==> config.mk <==
export PLATFORM = sky130hd
export DESIGN_NAME = tofpet_config_engine
export DESIGN_NICKNAME = d
export VERILOG_FILES = /design/src/rtl/tofpet_config_engine.sv
export SDC_FILE = /design/constraint.sdc
export NUM_CORES = 1
export LEC_CHECK = 0
export CORE_ASPECT_RATIO = 1.4
export CORE_MARGIN = 2
export CORE_UTILIZATION = 45
export CTS_CLUSTER_DIAMETER = 200
export DETAILED_ROUTE_END_ITERATION = 16
export HOLD_SLACK_MARGIN = 0.03
export PLACE_DENSITY = 0.74
export SETUP_SLACK_MARGIN = 0.1
export SYNTH_ARGS = -nofsm -noshare
export SYNTH_HDL_FRONTEND = slang
export SYNTH_SLANG_ARGS = --single-unit
==> constraint.sdc <==
create_clock -name CK -period 5.61 [get_ports CK]
set_input_delay 1.122 -clock CK [delete_from_list [all_inputs] [get_ports CK]]
set_output_delay 1.122 -clock CK [all_outputs]
set_load 0.005 [all_outputs]
==> src/rtl/tofpet_config_engine.sv <==
// Serial config engine: pops TX words, shifts NBIT bits MSB-first on CFG_SDO/CFG_SCLK, packs CFG_SDI into RX words.
// START to FETCH/BUSY in 1 cycle, CSn low 1 cycle later; empty TX or full RX freezes SCLK low and flags STALLED.
module tofpet_config_engine #(
   parameter int DIV_W  = 4,
   parameter int NBIT_W = 16
) (
   input  logic        CK,
   input  logic        RESETb,
   input  logic [31:0] COMMAND,
   input  logic [31:0] NBIT_INOUT,
   input  logic [31:0] TX_DATA,
   input  logic        TX_EMPTY,
   output logic        TX_RE,
   output logic [31:0] RX_DATA,
   output logic        RX_WE,
   input  logic        RX_FULL,
   output logic        CFG_SCLK,
   output logic        CFG_CSn,
   output logic        CFG_SDO,
   input  logic        CFG_SDI,
   output logic [31:0] STATUS_WORD
);

   typedef enum logic [2:0] {IDLE, FETCH, SETUP, LOW, HIGH, PUSH, HOLD} state_t;

   state_t              state_q;
   logic                cmd0_q;
   logic [1:0]          sdi_sync_q;
   logic [DIV_W-1:0]    div_q;
   logic [DIV_W-1:0]    tim_q;
   logic [NBIT_W-1:0]   nrem_q;
   logic [5:0]          bitcnt_q;
   logic                first_q;
   logic [31:0]         sh_tx_q;
   logic [31:0]         sh_rx_q;
   logic                tx_re_q;
   logic                rx_we_q;
   logic [31:0]         rx_data_q;
   logic                sclk_q;
   logic                csn_q;
   logic                sdo_q;
   logic                busy_q;
   logic                done_q;
   logic                aborted_q;
   logic                stalled_q;

   logic                start_edge;
   logic                abort;
   logic                tim_done;
   logic                unused_cfg;

   assign start_edge = COMMAND[0] & ~cmd0_q;
   assign abort      = COMMAND[1];
   assign tim_done   = (tim_q == div_q);
   assign unused_cfg = ^{COMMAND[31:4+DIV_W], COMMAND[3:2], NBIT_INOUT[31:NBIT_W]};

   always_ff @(posedge CK or negedge RESETb) begin
      if (!RESETb) begin
         state_q    <= IDLE;
         cmd0_q     <= 1'b0;
         sdi_sync_q <= '0;
         div_q      <= '0;
         tim_q      <= '0;
         nrem_q     <= '0;
         bitcnt_q   <= '0;
         first_q    <= 1'b0;
         sh_tx_q    <= '0;
         sh_rx_q    <= '0;
         tx_re_q    <= 1'b0;
         rx_we_q    <= 1'b0;
         rx_data_q  <= '0;
         sclk_q     <= 1'b0;
         csn_q      <= 1'b1;
         sdo_q      <= 1'b0;
         busy_q     <= 1'b0;
         done_q     <= 1'b0;
         aborted_q  <= 1'b0;
         stalled_q  <= 1'b0;
      end else begin
         cmd0_q     <= COMMAND[0];
         sdi_sync_q <= {sdi_sync_q[0], CFG_SDI};
         tx_re_q    <= 1'b0;
         rx_we_q    <= 1'b0;
         if (state_q != IDLE && abort) begin
            // Abandon immediately; a partially assembled RX word is dropped.
            state_q   <= IDLE;
            csn_q     <= 1'b1;
            sclk_q    <= 1'b0;
            sdo_q     <= 1'b0;
            busy_q    <= 1'b0;
            aborted_q <= 1'b1;
         end else begin
            case (state_q)
               IDLE: begin
                  if (start_edge && !abort) begin
                     nrem_q    <= NBIT_INOUT[NBIT_W-1:0];
                     div_q     <= COMMAND[4 +: DIV_W];
                     aborted_q <= 1'b0;
                     stalled_q <= 1'b0;
                     if (NBIT_INOUT[NBIT_W-1:0] == '0) begin
                        done_q <= 1'b1;
                     end else begin
                        done_q  <= 1'b0;
                        busy_q  <= 1'b1;
                        first_q <= 1'b1;
                        state_q <= FETCH;
                     end
                  end
               end
               FETCH: begin
                  sclk_q <= 1'b0;
                  if (TX_EMPTY) begin
                     stalled_q <= 1'b1;
                  end else begin
                     sh_tx_q  <= TX_DATA;
                     sh_rx_q  <= '0;
                     bitcnt_q <= '0;
                     tim_q    <= '0;
                     tx_re_q  <= 1'b1;
                     csn_q    <= 1'b0;
                     if (first_q) begin
                        first_q <= 1'b0;
                        state_q <= SETUP;
                     end else begin
                        sdo_q   <= TX_DATA[31];
                        state_q <= LOW;
                     end
                  end
               end
               SETUP: begin
                  if (tim_done) begin
                     tim_q   <= '0;
                     sdo_q   <= sh_tx_q[31];
                     state_q <= LOW;
                  end else begin
                     tim_q <= tim_q + 1'b1;
                  end
               end
               LOW: begin
                  if (tim_done) begin
                     // SCLK rises now; capture the synchronised SDI at the same edge.
                     tim_q    <= '0;
                     sclk_q   <= 1'b1;
                     sh_rx_q  <= {sh_rx_q[30:0], sdi_sync_q[1]};
                     nrem_q   <= nrem_q - 1'b1;
                     bitcnt_q <= bitcnt_q + 6'd1;
                     state_q  <= HIGH;
                  end else begin
                     tim_q <= tim_q + 1'b1;
                  end
               end
               HIGH: begin
                  if (tim_done) begin
                     tim_q   <= '0;
                     sclk_q  <= 1'b0;
                     sh_tx_q <= {sh_tx_q[30:0], 1'b0};
                     if (bitcnt_q == 6'd32 || nrem_q == '0) begin
                        state_q <= PUSH;
                     end else begin
                        sdo_q   <= sh_tx_q[30];
                        state_q <= LOW;
                     end
                  end else begin
                     tim_q <= tim_q + 1'b1;
                  end
               end
               PUSH: begin
                  if (RX_FULL) begin
                     stalled_q <= 1'b1;
                  end else begin
                     rx_we_q   <= 1'b1;
                     rx_data_q <= sh_rx_q;
                     tim_q     <= '0;
                     state_q   <= (nrem_q == '0) ? HOLD : FETCH;
                  end
               end
               HOLD: begin
                  if (tim_done) begin
                     csn_q   <= 1'b1;
                     sdo_q   <= 1'b0;
                     done_q  <= 1'b1;
                     busy_q  <= 1'b0;
                     state_q <= IDLE;
                  end else begin
                     tim_q <= tim_q + 1'b1;
                  end
               end
               default: state_q <= IDLE;
            endcase
         end
      end
   end

   assign TX_RE       = tx_re_q;
   assign RX_WE       = rx_we_q;
   assign RX_DATA     = rx_data_q;
   assign CFG_SCLK    = sclk_q;
   assign CFG_CSn     = csn_q;
   assign CFG_SDO     = sdo_q;
   assign STATUS_WORD = {16'(nrem_q), 12'd0, stalled_q, aborted_q, done_q, busy_q};

endmodule

[Yosys cells after proc, flatten, opt, wreduce, memory -nomap -nowiden]
Cells that the tools add are included.
Storage, ports and cells
  register bits: 142
  bits in latches: 0
  RAM bits: 0
  bits in read-only memories: 0
  input port bits: 101
  output and inout port bits: 69
  logic and storage cells: 156
  memories kept: 0
Operators by class
  $add $sub $neg: 3
  multipliers: 0
  divide/modulo/power cells: 0
  order comparisons: 0
  equality and inequality tests: 28
  shift operators: 0
  muxes and demuxes: 64
  bitwise logic cells: 4
  reduce and logical (&&, ||, !) cells: 37
Operator list (number)
  $mux 32: 4
  $pmux 32 s2: 2
  $mux 3: 11
  $logic_not 16->1: 2
  $mux 16: 2
  $pmux 16 s2: 1
  $ne 3x3->1 const B: 10
  $mux 1: 28
  $pmux 3 s7: 1
  $ne 2x2->1 const B: 10
  $reduce_and 4->1: 5
  $mux 4: 4
  $pmux 4 s4: 1
  $sub 16x1->16 const B: 1
  $reduce_and 5->1: 3
  $reduce_bool 2->1: 7
  $mux 6: 2
  $pmux 6 s2: 1
  $reduce_and 3->1: 4
  $reduce_bool 3->1: 4
  $eq 3x3->1 const B: 3
  $pmux 1 s2: 4
  $reduce_and 8->1: 1
  $reduce_bool 4->1: 2
  18 further kinds: 23

[Longest topological paths before layout]
  depth after elaboration: 6
  mapped depth: 9
  mapped depth without buffers: 7

[Worst setup path before layout]
OpenSTA, ideal clock, no wires.
  kind: input port to flip-flop
  start: input COMMAND[1]
  end: register rx_data_q[10], in the netlist RX_DATA[10]
  arrival: 2.614 ns
  setup slack: 2.871 ns
  cell stages on the path: 7
  path buffers: 3
  cell sequence: clkbuf_1 nor2_1 nand2_1 or3_1 clkbuf_1 clkbuf_1 mux2_2
Between the ends
  word-level cells in the longest chain between the ends: 3
RTL lines
  from (decl): line 9  | input logic [31:0] COMMAND,
  $logic_and 1x1->1: line 84  | if (state_q != IDLE && abort) begin
  $not 1->1 (no line)
  $reduce_and 3->1 (no line)
  to (signal assigned): line 172  | rx_data_q <= sh_rx_q;
  to (decl): line 38  | logic [31:0] rx_data_q;
No other way between the ends.
A chain may end at the register's enable or synchronous reset.

[Worst setup path in the final report]
  start: input COMMAND[1]
  end: register nrem_q[15]
Between the ends
  word-level cells in the longest chain between the ends: 4
RTL lines
  $logic_not 1->1: line 95  | if (start_edge && !abort) begin
  $logic_and 1x1->1: line 95
  $ne 2x2->1 (no line)
  $reduce_and 4->1 (no line) (*)
  to (signal assigned): line 96  | nrem_q <= NBIT_INOUT[NBIT_W-1:0];
  to (signal assigned): line 145  | nrem_q <= nrem_q - 1'b1;
  to (decl): line 31  | logic [NBIT_W-1:0] nrem_q;
Mark *: on every way between the ends. The rest lies on a longest branch, timed or not.

==> results.txt <==
The run finished with clean final reports. The number of detailed-route iterations in the first pass is 4. The count of boundary I/O pins came out at 170. The largest net degree at the start of global routing came out at approximately 90. The detailed-route DRC error count came out at 0. Summing over every cut layer, the via total after detailed routing is just under 5000. OpenSTA, run right after detailed placement, puts the worst setup slack at around 1.4 ns. The die footprint came out at around 16000 µm². The total length of routed wires is roughly 14000 µm. Registers take approximately 3600 µm². The floorplan step set the die height to approximately 150 µm. Clock tree synthesis inserted a total of 17 buffers. The transition at the pin with the smallest max-transition slack came out at between 1 and 1.5 ns.

The share of cells above drive strength 1 came out at between 20% and 30%. The count of buffers added on input and output ports is ~120. The number of hold buffers added after cts is 0. The TritonCTS clock tree is yes.

The clock net in this run drives a total of 142 sinks. The number of antenna diodes in the final layout is 0. The final number of max-transition violations came out at 0. The remaining number of nets flagged by the antenna check after routing is 0.

The worst-case clock skew came out at about 0.014 ns. The overall global routing resource usage came out at 19.0%. The number of cells upsized or downsized after cts is 0.

The H-tree was split into 4 levels. The number of fillers in the final layout is roughly 1200. The instance count of the mapped netlist is around 580. The number of buffers and inverters on the critical path is 1.

The initial antenna violation count is 0. For this design the static power due to leakage is 3.64 nW. Setup repair after global routing left no endpoint under its margin. For this design, the slowest cell found on the critical path is sky130_fd_sc_hd__clkdlybuf4s50_1. By startpoint and endpoint, the worst setup path is classified as in2reg. Cells fill 58.5% of the core in the end. The total number of placement rows is 52.

The number of different library cells in the post-synthesis netlist is 56. The largest incremental delay on the critical path is between 0.7 and 0.8 ns. The initial detailed-routing violation count came out at 218.

The number of hold violations in the final report is 0. The most numerous cell type found on the critical path is sky130_fd_sc_hd__o21ai_0. The number of warnings reported in the yosys synthesis log came out at 0. The number of flops mapped to enable cells by yosys came out at 0. The sequential cell area fraction in the yosys report came out at between 50% and 60%. Global routing finished with a remaining overflow of 0. In the final routed layout, each cell accounts on average for approximately 16 µm.

The first-pass GRT wire length came out at 24100 µm. The layout net count came out at about 780. The sum of negative setup slack came out at 0 ns. The fmax came out at 0.262 GHz.

The effective utilization at floorplan came out at a little under half. The total of flip-flops plus latches after synthesis is about 140. The most frequent cell after synthesis is sky130_fd_sc_hd__dfrtp_1. Sorting the synthesized cells by how often they occur yields sky130_fd_sc_hd__dfrtp_1 (141), sky130_fd_sc_hd__mux2_2 (103), sky130_fd_sc_hd__nand2_1 (34), sky130_fd_sc_hd__a22o_1 (33), sky130_fd_sc_hd__a21oi_1 (31). The proportion of register bits with asynchronous set or reset after synthesis came out at 100%.

The clock transition at the register clock pins on the worst setup and hold paths after CTS is 0.07 ns. The critical path required time is a little under 6 ns. The worst setup path is launched from an input pin.

The worst pin sits at a relative slew slack of about a fifth. The cell chosen for the clock root is sky130_fd_sc_hd__clkbuf_16. The biggest area contributor in the post-synthesis netlist is sky130_fd_sc_hd__dfrtp_1. Clock latency on the worst-skew pair, taken at its later pin, is about 0.42 ns. The top cell type's share of synthesized area is 52.7%. The total of endpoints with negative setup slack in the final report came out at 0. The ratio of final minimum period to clock period came out at between 60% and 70%. The type of the most critical hold path is reg2reg.

The half-perimeter wire length after detailed placement came out at about 9800 µm. The area growth from synthesis to layout is 26.9%. The summed instance area of the synthesized netlist came out at between 6000 and 7000 µm². The finished cells cover ~8500 µm².

Walking the worst path, the cells encountered are clkdlybuf4s50_1, or3b_2, nor2_1, a31oi_1, o21ai_0, o21ai_0. In the routed layout, each cell is associated on average with a via count of 5.55. The final weighted congestion of routability-driven global placement came out at just under 0.9. The cell family contributing the most delay on the critical path is simple AND/OR/NAND/NOR gates.

For this run, the leading register cell type out of synthesis is sky130_fd_sc_hd__dfrtp_1. The max-capacitance violation count came out at 0. Yosys attributes the largest share of cell area to sky130_fd_sc_hd__dfrtp_1 (53%), sky130_fd_sc_hd__mux2_2 (17%), sky130_fd_sc_hd__a22o_1 (4.3%). The total area inside the core boundary comes to around 15000 µm². The sort of element at the end of the critical path is a register. Data arrives at the worst endpoint at about 4 ns. After layout, the worst setup slack is 1.79 ns.

The placed instance area is about 7900 µm². After detailed placement, the design holds a cell count of 848. The average footprint of a synthesized cell is 11.6 µm². For this design the ratio of total power to cell area is roughly 430 nW/µm².

Subtracting the final worst setup slack from the clock period gives roughly 3.8 ns. The maximum number of buffers from clock root to sink is 2. The multi-input combinational cells in the finished layout cover a total of approximately 2800 µm². Along the worst path, the maximum fanout reaches 17. The number of setup buffers added after CTS is 0. The via count of the first global-routing pass came out at 5081.

The die width came out at 107 µm. The number of standard cells in the layout, taps in and fillers out came out at 880. The worst-case IR drop observed on VDD is approximately 0.2 mV.
## worst paths after layout
check                                   start             to  slack, ns  cells past startpoint
worst max-delay path               COMMAND[1]     nrem_q[15]       1.79                      6
worst min-delay path            sdi_sync_q[0]  sdi_sync_q[1]       0.35                      0
worst max register to register     state_q[0]     nrem_q[15]       2.30                      5
worst min register to register  sdi_sync_q[0]  sdi_sync_q[1]       0.35                      0
max in group asynchronous              RESETb    sh_rx_q[16]       3.65                      2
min in group asynchronous              RESETb      nrem_q[2]       0.76                      1
## layout by cell type (no fill, tap or decap), types with 2 or more instances in the layout
cell type | Yosys | final
sky130_fd_sc_hd__inv_8 | 0 | 3
sky130_fd_sc_hd__o21ai_0 | 26 | 26
sky130_fd_sc_hd__nor2b_1 | 2 | 2
sky130_fd_sc_hd__conb_1 | 1 | 12
sky130_fd_sc_hd__mux2_2 | 103 | 103
sky130_fd_sc_hd__o211ai_1 | 4 | 4
sky130_fd_sc_hd__clkinv_4 | 0 | 2
sky130_fd_sc_hd__nor4_2 | 2 | 2
sky130_fd_sc_hd__nand4_1 | 4 | 4
sky130_fd_sc_hd__nand2_1 | 34 | 34
sky130_fd_sc_hd__nand3_1 | 10 | 10
sky130_fd_sc_hd__o21a_1 | 4 | 4
sky130_fd_sc_hd__o31a_1 | 2 | 2
sky130_fd_sc_hd__or4_1 | 2 | 2
sky130_fd_sc_hd__o22ai_1 | 10 | 10
sky130_fd_sc_hd__ha_1 | 4 | 4
sky130_fd_sc_hd__clkbuf_16 | 0 | 17
sky130_fd_sc_hd__a22o_1 | 33 | 33
sky130_fd_sc_hd__a211oi_1 | 3 | 3
sky130_fd_sc_hd__xor2_1 | 4 | 4
sky130_fd_sc_hd__nor3b_1 | 2 | 2
sky130_fd_sc_hd__nor3_1 | 9 | 8
sky130_fd_sc_hd__nor3_2 | 2 | 2
sky130_fd_sc_hd__dfrtp_1 | 141 | 141
sky130_fd_sc_hd__nor4_1 | 8 | 8
sky130_fd_sc_hd__or2_2 | 2 | 2
sky130_fd_sc_hd__inv_6 | 0 | 3
sky130_fd_sc_hd__nand2b_1 | 2 | 2
sky130_fd_sc_hd__o2bb2ai_1 | 2 | 2
sky130_fd_sc_hd__clkinvlp_4 | 0 | 3
sky130_fd_sc_hd__or3_1 | 12 | 12
sky130_fd_sc_hd__a21oi_1 | 31 | 31
sky130_fd_sc_hd__a31oi_1 | 2 | 2
sky130_fd_sc_hd__nor2_1 | 24 | 24
sky130_fd_sc_hd__a22oi_1 | 6 | 6
sky130_fd_sc_hd__inv_1 | 15 | 15
sky130_fd_sc_hd__buf_4 | 19 | 7
sky130_fd_sc_hd__clkdlybuf4s50_1 | 0 | 114
## sequential cells by signal, summed over array words and instances (netlist names), 2 cells and up
name / cells
sh_tx_q: 32
nrem_q: 16
div_q: 4
sh_rx_q: 32
sdi_sync_q: 2
tim_q: 4
state_q: 3
bitcnt_q: 6
RX_DATA: 32
## area by class of cell
cell class / instances / area share [%]
sequential: 142 / 41.9
multi-input combinational: 379 / 33.5
timing repair buffer: 122 / 14.2
clock buffer: 18 / 5.17
tap: 189 / 2.79
clock inverter: 14 / 1.78
inverter: 16 / 0.707
## worst register-to-register path, cell delays in order, from the launching register on
cell and delay [ns]:
sky130_fd_sc_hd__dfrtp_1 0.70, sky130_fd_sc_hd__nor2b_1 0.47, sky130_fd_sc_hd__and2_1 0.86, sky130_fd_sc_hd__a31oi_1 0.62
sky130_fd_sc_hd__o21ai_0 0.35, sky130_fd_sc_hd__o21ai_0 0.13
## stage by stage
stage	hold slack (ns)	power (mW)
floorplan	0.331	2.20
global placement	0.333	2.53
detailed placement	0.336	2.59
CTS	0.351	3.71
global route	0.359	3.91
finish	0.354	3.68
## logic make-up after synthesis
logic type | Yosys count | synth area share [%]
buffers and inverters | 68 | 5.14
XOR/XNOR | 4 | 0.524
adder cells (fa/ha/maj) | 4 | 0.748
other | 1 | 0.0561
AND/OR/NAND/NOR | 121 | 9.30
multiplexers | 103 | 17.3
AO/OA/AOI/OAI | 135 | 13.7
flip-flops | 142 | 53.1
## where the power goes
group	leakage (nW)	switching, mW	internal, mW
clock	0.282	0.472	0.639
combinational	1.51	0.532	0.548
sequential	1.85	0.227	1.26
total	3.64	1.23	2.45
## per-layer routing
| layer | up-vias | track usage (%) | part of all wire [%] |
|---|---|---|---|
| li1 | 2290 | - | - |
| met1 | 2432 | 21.3 | 40 |
| met2 | 141 | 34.7 | 54 |
| met3 | 21 | 4.03 | 4.4 |
| met4 | 0 | 7.47 | 1.7 |
| met5 | - | 0 | 0 |
(Power assumes the default switching activity.)
